`config.mk`:
```
export PLATFORM = sky130hd
export DESIGN_NAME = aes_key_expand_seq_flat
export DESIGN_NICKNAME = d
export VERILOG_FILES = /design/src/rtl/aes_key_expand_seq_if.sv /design/src/rtl/aes_key_expand_seq.sv /design/src/flat_wrapper.sv
export SDC_FILE = /design/constraint.sdc
export NUM_CORES = 2
export LEC_CHECK = 0
export BUFFER_PORTS_ARGS = -buffer_cell sky130_fd_sc_hd__buf_2
export CAP_MARGIN = 5
export CORE_AREA = 2 2 604 606
export DETAILED_ROUTE_END_ITERATION = 6
export DIE_AREA = 0 0 606 608
export GPL_TIMING_DRIVEN = 0
export SLEW_MARGIN = 10
export SYNTH_ARGS = -nofsm -noshare
export SYNTH_HDL_FRONTEND = slang
export SYNTH_SLANG_ARGS = --single-unit
export TNS_END_PERCENT = 100
```
`constraint.sdc`:
```
create_clock -name clk -period 51.4 [get_ports clk]
set_input_delay 10.28 -clock clk [delete_from_list [all_inputs] [get_ports clk]]
set_output_delay 10.28 -clock clk [all_outputs]
set_load 0.02 [all_outputs]
```
`src/rtl/aes_key_expand_seq_if.sv`:
```
// Handshake and schedule bus between the key-expansion block and its user.
// master: the requester (drives start/key). slave: aes_key_expand_seq.
interface aes_key_expand_seq_if #(parameter int NR = 10);
  logic                  start;
  logic [127:0]          key;
  logic                  busy;
  logic                  key_valid;
  logic [128*(NR+1)-1:0] w;

  modport master (output start, key, input busy, key_valid, w);
  modport slave  (input start, key, output busy, key_valid, w);
endinterface

```
`src/rtl/aes_key_expand_seq.sv`:
```
// Iterative AES-128 key schedule: one round key per clock, 10 clocks per key.
// The full 44-word schedule is held in registers and qualified by key_valid.
// Optional feature macro: AES_KEXP_KEY_CACHE_EN -- skip re-expansion when the
// requested key equals the last fully expanded one.
module aes_key_expand_seq #(
  parameter int NR = 10
) (
  input  logic                 clk,
  input  logic                 rst,
  aes_key_expand_seq_if.slave  bus
);

  typedef enum logic {IDLE, EXPAND} state_t;

  // AES S-box, entry x at bits [(255-x)*8 +: 8]
  localparam logic [2047:0] SBOX_TBL = {
    128'h637c777bf26b6fc53001672bfed7ab76, 128'hca82c97dfa5947f0add4a2af9ca472c0,
    128'hb7fd9326363ff7cc34a5e5f171d83115, 128'h04c723c31896059a071280e2eb27b275,
    128'h09832c1a1b6e5aa0523bd6b329e32f84, 128'h53d100ed20fcb15b6acbbe394a4c58cf,
    128'hd0efaafb434d338545f9027f503c9fa8, 128'h51a3408f929d38f5bcb6da2110fff3d2,
    128'hcd0c13ec5f974417c4a77e3d645d1973, 128'h60814fdc222a908846eeb814de5e0bdb,
    128'he0323a0a4906245cc2d3ac629195e479, 128'he7c8376d8dd54ea96c56f4ea657aae08,
    128'hba78252e1ca6b4c6e8dd741f4bbd8b8a, 128'h703eb5664803f60e613557b986c11d9e,
    128'he1f8981169d98e949b1e87e9ce5528df, 128'h8ca1890dbfe6426841992d0fb054bb16};

  function automatic logic [7:0] sbox(input logic [7:0] a);
    return SBOX_TBL[{~a, 3'b000} +: 8];
  endfunction

  state_t               state, state_nxt;
  logic [0:NR][127:0]   sched;        // element r is round key r, round 0 in MSBs
  logic [3:0]           cnt;
  logic [7:0]           rcon;
  logic                 key_valid;
  logic                 load, step, done, hit;
  logic [3:0]           pidx;
  logic [127:0]         p;
  logic [31:0]          rot, sub, t, n0, n1, n2, n3;

  // previous round key and the next one derived from it
  assign pidx = cnt - 4'd1;
  assign p    = sched[pidx];
  assign rot  = {p[23:0], p[31:24]};

  for (genvar b = 0; b < 4; b++) begin : g_sbox
    assign sub[b*8 +: 8] = sbox(rot[b*8 +: 8]);
  end

  assign t  = sub ^ {rcon, 24'h0};
  assign n0 = p[127:96] ^ t;
  assign n1 = n0 ^ p[95:64];
  assign n2 = n1 ^ p[63:32];
  assign n3 = n2 ^ p[31:0];

`ifdef AES_KEXP_KEY_CACHE_EN
  logic [127:0] cache_key;

  // key_valid=1 already implies cache_key belongs to a finished expansion
  assign hit = key_valid && (bus.key == cache_key);

  // remember the key whose schedule just completed
  always_ff @(posedge clk or posedge rst) begin
    if (rst)       cache_key <= '0;
    else if (done) cache_key <= sched[0];
  end
`else
  assign hit = 1'b0;
`endif

  // state register
  always_ff @(posedge clk or posedge rst) begin
    if (rst) state <= IDLE;
    else     state <= state_nxt;
  end

  // next-state and datapath strobes
  always_comb begin
    state_nxt = state;
    load      = 1'b0;
    step      = 1'b0;
    done      = 1'b0;
    case (state)
      IDLE: begin
        if (bus.start && !hit) begin
          load      = 1'b1;
          state_nxt = EXPAND;
        end
      end
      EXPAND: begin
        step = 1'b1;
        if (cnt == 4'(NR)) begin
          done      = 1'b1;
          state_nxt = IDLE;
        end
      end
      default: state_nxt = IDLE;
    endcase
  end

  // schedule registers, round constant and round counter
  always_ff @(posedge clk or posedge rst) begin
    if (rst) begin
      sched     <= '0;
      rcon      <= 8'h01;
      cnt       <= 4'd0;
      key_valid <= 1'b0;
    end else if (load) begin
      sched[0]  <= bus.key;
      rcon      <= 8'h01;
      cnt       <= 4'd1;
      key_valid <= 1'b0;
    end else if (step) begin
      sched[cnt] <= {n0, n1, n2, n3};
      rcon       <= {rcon[6:0], 1'b0} ^ (rcon[7] ? 8'h1b : 8'h00);
      cnt        <= cnt + 4'd1;
      if (done) key_valid <= 1'b1;
    end
  end

  assign bus.busy      = (state == EXPAND);
  assign bus.key_valid = key_valid;
  assign bus.w         = sched;

endmodule

```
`src/flat_wrapper.sv`:
```
// flat-port wrapper written by rule: the top's interface ports become plain ports
module aes_key_expand_seq_flat 
#(
  parameter int NR = 10
)
  (clk, rst, bus_start, bus_key, bus_busy, bus_key_valid, bus_w);
  aes_key_expand_seq_if #(.NR(NR)) bus_i ();
  input  logic clk;
  input  logic rst;
  input wire logic [$bits(bus_i.start)-1:0] bus_start;
  input wire logic [$bits(bus_i.key)-1:0] bus_key;
  output wire logic [$bits(bus_i.busy)-1:0] bus_busy;
  output wire logic [$bits(bus_i.key_valid)-1:0] bus_key_valid;
  output wire logic [$bits(bus_i.w)-1:0] bus_w;
  assign bus_i.start = bus_start;
  assign bus_i.key = bus_key;
  assign bus_busy = bus_i.busy;
  assign bus_key_valid = bus_i.key_valid;
  assign bus_w = bus_i.w;
  aes_key_expand_seq #(.NR(NR)) u_core (.clk(clk), .rst(rst), .bus(bus_i));
endmodule
```
# == Word-level counts from Yosys, hierarchy flattened ==
# Index checks and enable logic that the tools add are counted.
# W data, S select, Z words.
# op_classes
reduce_logical,5
n_shift,4
bitwise_logic,14
order_cmp,3
n_eq_ne,1
add_sub_neg,2
muxes,23
# op_table
op,count
$shiftx A2048 B12 Y8 const A,4
$bwmux W1408,1
$mux W1408,1
$bmux W128 S4,1
$demux W128 S4,1
$mux W128,4
$xor A32 B32 Y32,5
$not A8 Y8,4
$mux W8,2
$ge A5 B5 Y1 const B,2
$not A4 Y5,2
$mux W1,9
$mux W4,2
$xor A8 B8 Y8,1
$lt A5 B1 Y1 const B,1
$mux W5,1
$add A4 B1 Y4 const B,1
$eq A4 B4 Y1 const B,1
$reduce_and A2 Y1,2
$reduce_bool A2 Y1,2
$sub A4 B1 Y4 const B,1
$not A1 Y1,2
$pmux W1 S2,1
$logic_and A1 B1 Y1,1
# word_totals
out_inout_bits,1410
ff_bits,1422
inputBits,131
elab_cells,67

# == Logic depth before layout (Yosys ltp) ==
# depth
depth_word,15
depth_mapped,32
ltp_nobuf,20

# == Least setup slack after synthesis ==
# Ideal clock, no wire load.
# synth_timing
path_kind,input-to-reg
from,in bus_start
to,reg u_core.sched (netlist bit u_core.bus.w[1280])
path_slack_ns,39.892
arrival_ns,11.432
path_stages,6
required_ns,51.323
path_buffers,2
setup_time_ns,0.077
path_cell_list,nor2b_1 > nor2_1 > clkbuf_1 > clkbuf_1 > a22oi_1 > o21ai_1
# synth_between
elab_chain_len,3
# synth_lines
item,line_no,source
start: declaration,flat_wrapper.sv:10,input wire logic [$bits(bus_i.start)-1:0] bus_start;
$mux W1 *,aes_key_expand_seq.sv:84,if (bus.start && !hit) begin
$mux W1 *,aes_key_expand_seq.sv:82,case (state)
$mux W128 or $reduce_bool A2 Y1 (tied branches),n/a,
end signal: indexed assignment,aes_key_expand_seq.sv:113,"sched[cnt] <= {n0, n1, n2, n3};"
end: declaration,aes_key_expand_seq.sv:31,logic [0:NR][127:0] sched;
# Mark *: on every way between the ends. The rest lies on a longest branch, timed or not.
# A chain may end at the register's enable or synchronous reset.

# == Worst setup path in the final report ==
# layout_timing
from,reg u_core.cnt[0]
to,reg u_core.sched (netlist bit u_core.bus.w[1168])
# layout_between
elab_chain_len,13
# layout_lines
item,line_no,source
start: declaration,aes_key_expand_seq.sv:32,logic [3:0] cnt;
start signal: assignment,aes_key_expand_seq.sv:115,cnt <= cnt + 4'd1;
$sub A4 B1 Y4,aes_key_expand_seq.sv:41,assign pidx = cnt - 4'd1;
$not A4 Y5 (implied by the code),aes_key_expand_seq.sv:42,assign p = sched[pidx];
$bmux W128 S4,aes_key_expand_seq.sv:42,
$mux W128 (implied by the code) (2 in series),aes_key_expand_seq.sv:42,
$not A8 Y8,aes_key_expand_seq.sv:27,"return SBOX_TBL[{~a, 3'b000} +: 8];"
$shiftx A2048 B12 Y8,aes_key_expand_seq.sv:27,
$xor A32 B32 Y32,aes_key_expand_seq.sv:49,"assign t = sub ^ {rcon, 24'h0};"
$xor A32 B32 Y32,aes_key_expand_seq.sv:50,assign n0 = p[127:96] ^ t;
$xor A32 B32 Y32,aes_key_expand_seq.sv:51,assign n1 = n0 ^ p[95:64];
$xor A32 B32 Y32,aes_key_expand_seq.sv:52,assign n2 = n1 ^ p[63:32];
$xor A32 B32 Y32,aes_key_expand_seq.sv:53,assign n3 = n2 ^ p[31:0];
$bwmux W1408 *,aes_key_expand_seq.sv:113,
# Mark *: on every way between the ends. The rest lies on a longest branch, timed or not. The select of a mux whose other input is x is not followed.

==> summary.md <==
| Metric | Value |
|---|---|
| Status | finished with violations |
| Violated checks | DRC, capacitance limit |
| Post-route fraction of the period consumed by the critical path | 0.320 |
| Syn-to-layout area delta | 28.2% |
| CP startpoint | u_core.cnt[0] |
| Number of enable flip-flop cells after synthesis | 0 |
| Number of warnings issued by yosys | 0 |
| Root buffer cell | sky130_fd_sc_hd__clkbuf_16 |
| Top flip-flop cell by instance count after synthesis | sky130_fd_sc_hd__dfrtp_1 |
| Post-synthesis sequential element count | 1422 |
| Adder-cell share of the synthesized area | 0.00968 |
| Hold crit path type | reg2reg |
| Setup Skew | 135 ps |
| CTS H-tree lvls | 4 |
| Wire length of the first global-routing pass | 941 mm |
| Ranking of synthesized cells by area | sky130_fd_sc_hd__dfrtp_1, sky130_fd_sc_hd__o21ai_0, sky130_fd_sc_hd__nand2_1, sky130_fd_sc_hd__mux4_2, sky130_fd_sc_hd__clkbuf_1 |
| Minimum clock period | 16430 ps |
| CTS tree | done |
| Fraction of synthesized area in multiplexers | 0.0987 |
| Fin. max-slew vios | 0 |
| Main combinational cell family by area after synthesis | compound AO/OA/AOI/OAI gates |
| Worst setup path end | u_core.bus.w[1168] |
| Register clock-pin slew on the reported worst setup and hold paths | 80 ps |
| Register-to-Register Path Depth | 33 |
| Number of setup violations in the final report | 0 |
| Largest fanout of any net on the critical path | 13 |
| Clock latency on the worst-skew pair | 960 ps |
| Critical register-to-register path startpoint | u_core.cnt[0] |
| Data required, critical path | 52120 ps |
| Die Area | 368000 sq um |
| Count of filler cells inserted in the layout | 38946 |
| Critical register-to-register path endpoint | u_core.bus.w[1168] |
| Xor-xnor portion of the synthesized cell area | 0.0270 |
| Core Footprint | 362000 sq um |
| Post-DP HPWL | 593 mm |
| Hold buffer count at CTS | 0 |
| Final weighted congestion of routability-driven global placement | 1.07 |
| Total Routing Usage GR | 0.390 |
| Sequential cell area | 35600 sq um |
| Data arrival time of the critical path | 17160 ps |
| DR DRC count | 8 |
| Type of destination of the critical path | register |
| Cell count after synthesis | 8566 |
| Clock buffers created by TritonCTS | 175 |
| Top-area cell type share of the netlist area | 0.451 |
| Worst slew margin | 0.00614 |
| Share of async-settable or async-resettable flops after synthesis | 1.00 |
| Number of routed nets with antenna violations | 0 |
| Die outline height | 608 um |
| Wire length per cell | 48.4 um |
| Pin count of the biggest net entering global routing | 118 |
| Total congestion overflow | 0 |
| Share of post-route cells with drive strength above 1 | 0.265 |
| Post-synthesis compound-gate area fraction | 0.230 |
| F_max | 60.9 MHz |
| Sequential element share of the synthesized area | 0.451 |
| Maximum capacitance violations | 1 |
| Core Rows | 221 |
| Net count, final | 10570 |
| CP max stage delay | 1050 ps |
| Slew of the pin with the lowest slew margin | 1490 ps |
| Vias per cell | 5.93 |
| Count of non-filler cells in the finished layout | 15402 |
| Vias in the first global route | 84841 |
| Cells resized by post-CTS repair | 0 |
| DRT Wirelength | 746 mm |
| Nets in the synthesized netlist | 8758 |
| RSZ-0062 raised after global routing | no |
| Combined area of the multi-input logic cells | 39500 sq um |
| Post-Route Setup TNS | 0 ps |
| Number of failing hold endpoints at the final stage | 0 |
| Count of buffers from port buffering | 1540 |
| Worst setup path category | reg2reg |
| Sinks on the clock net | 1422 |
| Dpl cells | 14994 |
| Most used cell, CP | sky130_fd_sc_hd__clkbuf_2 |
| Number of buffers on the longest clock path | 4 |
| Crit path max-delay cell type | sky130_fd_sc_hd__clkbuf_1 |
| Critical path startpoint category | register |
| Simple-gate share of the synthesized area | 0.129 |
| 1st-pass router iterations | 7 |
| Effective utilization at floorplan | 0.218 |
| Die width | 606 um |
| Setup fix buffers added after clock tree synthesis | 0 |
| Count of routing violations after the opening detailed-route iteration | 14347 |
| Register-to-register setup slack | 34970 ps |
| Number of top-level design ports | 1541 |
| Average size of a mapped cell | 9.20 sq um |
| Mapped Area | 78800 sq um |
| Antenna violations before repair | 72 |
| Cell taking the most area after synthesis | sky130_fd_sc_hd__dfrtp_1 |
| Synth unique cells | 118 |
| Overall via count from detail_route | 91383 |
cell families after synthesis:
| family | Yosys count |
|---|---|
| and+or+nand+nor | 2466 |
| buffers and inverters | 942 |
| AOI/OAI and AO/OA | 3005 |
| DFF | 1422 |
| adders and majority gates | 61 |
| xor gates and xnor gates | 205 |
| muxes | 465 |
synth_stat cells, types with 52 or more instances:
library cell / number
sky130_fd_sc_hd__nand2_1: 1809
sky130_fd_sc_hd__dfrtp_1: 1421
sky130_fd_sc_hd__o21ai_0: 1388
sky130_fd_sc_hd__clkbuf_1: 543
sky130_fd_sc_hd__a21oi_1: 340
sky130_fd_sc_hd__o21ai_1: 273
sky130_fd_sc_hd__mux4_2: 245
sky130_fd_sc_hd__nor2_1: 241
sky130_fd_sc_hd__buf_2: 215
sky130_fd_sc_hd__mux2i_1: 172
sky130_fd_sc_hd__a22oi_1: 156
sky130_fd_sc_hd__a31oi_1: 137
sky130_fd_sc_hd__xnor2_1: 131
sky130_fd_sc_hd__nor3_1: 117
sky130_fd_sc_hd__nand3_1: 98
sky130_fd_sc_hd__o211ai_1: 97
sky130_fd_sc_hd__a211oi_1: 95
sky130_fd_sc_hd__buf_4: 72
sky130_fd_sc_hd__ha_1: 61
sky130_fd_sc_hd__o22ai_1: 52
how the worst min path moves through the flow:
stage	slack, ps	cells after the start	to	startpoint
2_1_floorplan	490	2	u_core.rcon[5]	u_core.rcon[4]
3_3_place_gp	460	2	u_core.bus.key_valid	u_core.bus.key_valid
3_5_place_dp	490	2	u_core.bus.w[267]	u_core.bus.w[267]
4_1_cts	500	2	u_core.bus.w[267]	u_core.bus.w[267]
5_1_grt	520	2	u_core.bus.w[112]	u_core.bus.w[112]
6_report	500	2	u_core.bus.w[764]	u_core.bus.w[764]
per-layer routing:
metal	global-route usage	vias to the layer above	wire (um)
met5	0.00209	-	48
met4	0.327	6	77900
met3	0.144	1949	89900
met2	0.570	7951	312000
met1	0.453	46683	266000
li1	-	34794	-
critical path, delay by kind of cell (launching register included):
kind	cells	cell delay (ps)
flip-flops	1	460
adder cells (fa/ha/maj)	2	1050
AO/OA/AOI/OAI	8	2720
AND/OR/NAND/NOR	1	110
buffers and inverters	17	8950
XOR/XNOR	3	2030
multiplexers	2	570
registers in the layout, summed over array words and instances, names as in the netlist:
signal and flops:
u_core.bus.w 1408, u_core.rcon 8, u_core.cnt 4, u_core.bus.busy 1, u_core.bus.key_valid 1
cells in the final DEF, fill, tap and decap left out, drive strengths merged, types with 40 or more instances in the layout:
master / n
a22oi: 158
nor2: 246
diode: 97
ha: 61
mux4: 245
buf: 1987
xnor2: 167
o211ai: 99
o221ai: 40
clkbuf: 797
nand2: 1814
a311oi: 41
a21oi: 347
a31oi: 139
o311ai: 58
dfrtp: 1421
nand3: 99
mux2: 48
nor3: 124
o21ai: 1664
o22ai: 57
inv: 53
a211oi: 97
mux2i: 172
metrics by stage:
stage / hold WS [ps] / setup slack, ps / utilization / cell area (sq um)
2_1_floorplan: 492 / 1020 / - / 78800
3_3_place_gp: 465 / -18010 / 0.256 / 92500
3_5_place_dp: 485 / 35390 / 0.263 / 95000
4_1_cts: 499 / 35330 / 0.279 / 101000
5_1_grt: 520 / 35290 / 0.279 / 101000
6_report: 499 / 34970 / 0.279 / 101000
area by class of cell:
cell class                      count  area share
Antenna cell                       97     0.00240
Clock buffer                      251      0.0510
Multi-Input combinational cell   6202       0.391
Clock inverter                     59     0.00624
Buffer                            898      0.0420
Tap cell                         4794      0.0594
Inverter                           44     0.00171
Sequential cell                  1422       0.352
Timing Repair Buffer             1635      0.0946
Power is left out: the tool's default activity adds up to more than one toggle a clock period on the data nets, which glitch-free logic cannot reach.
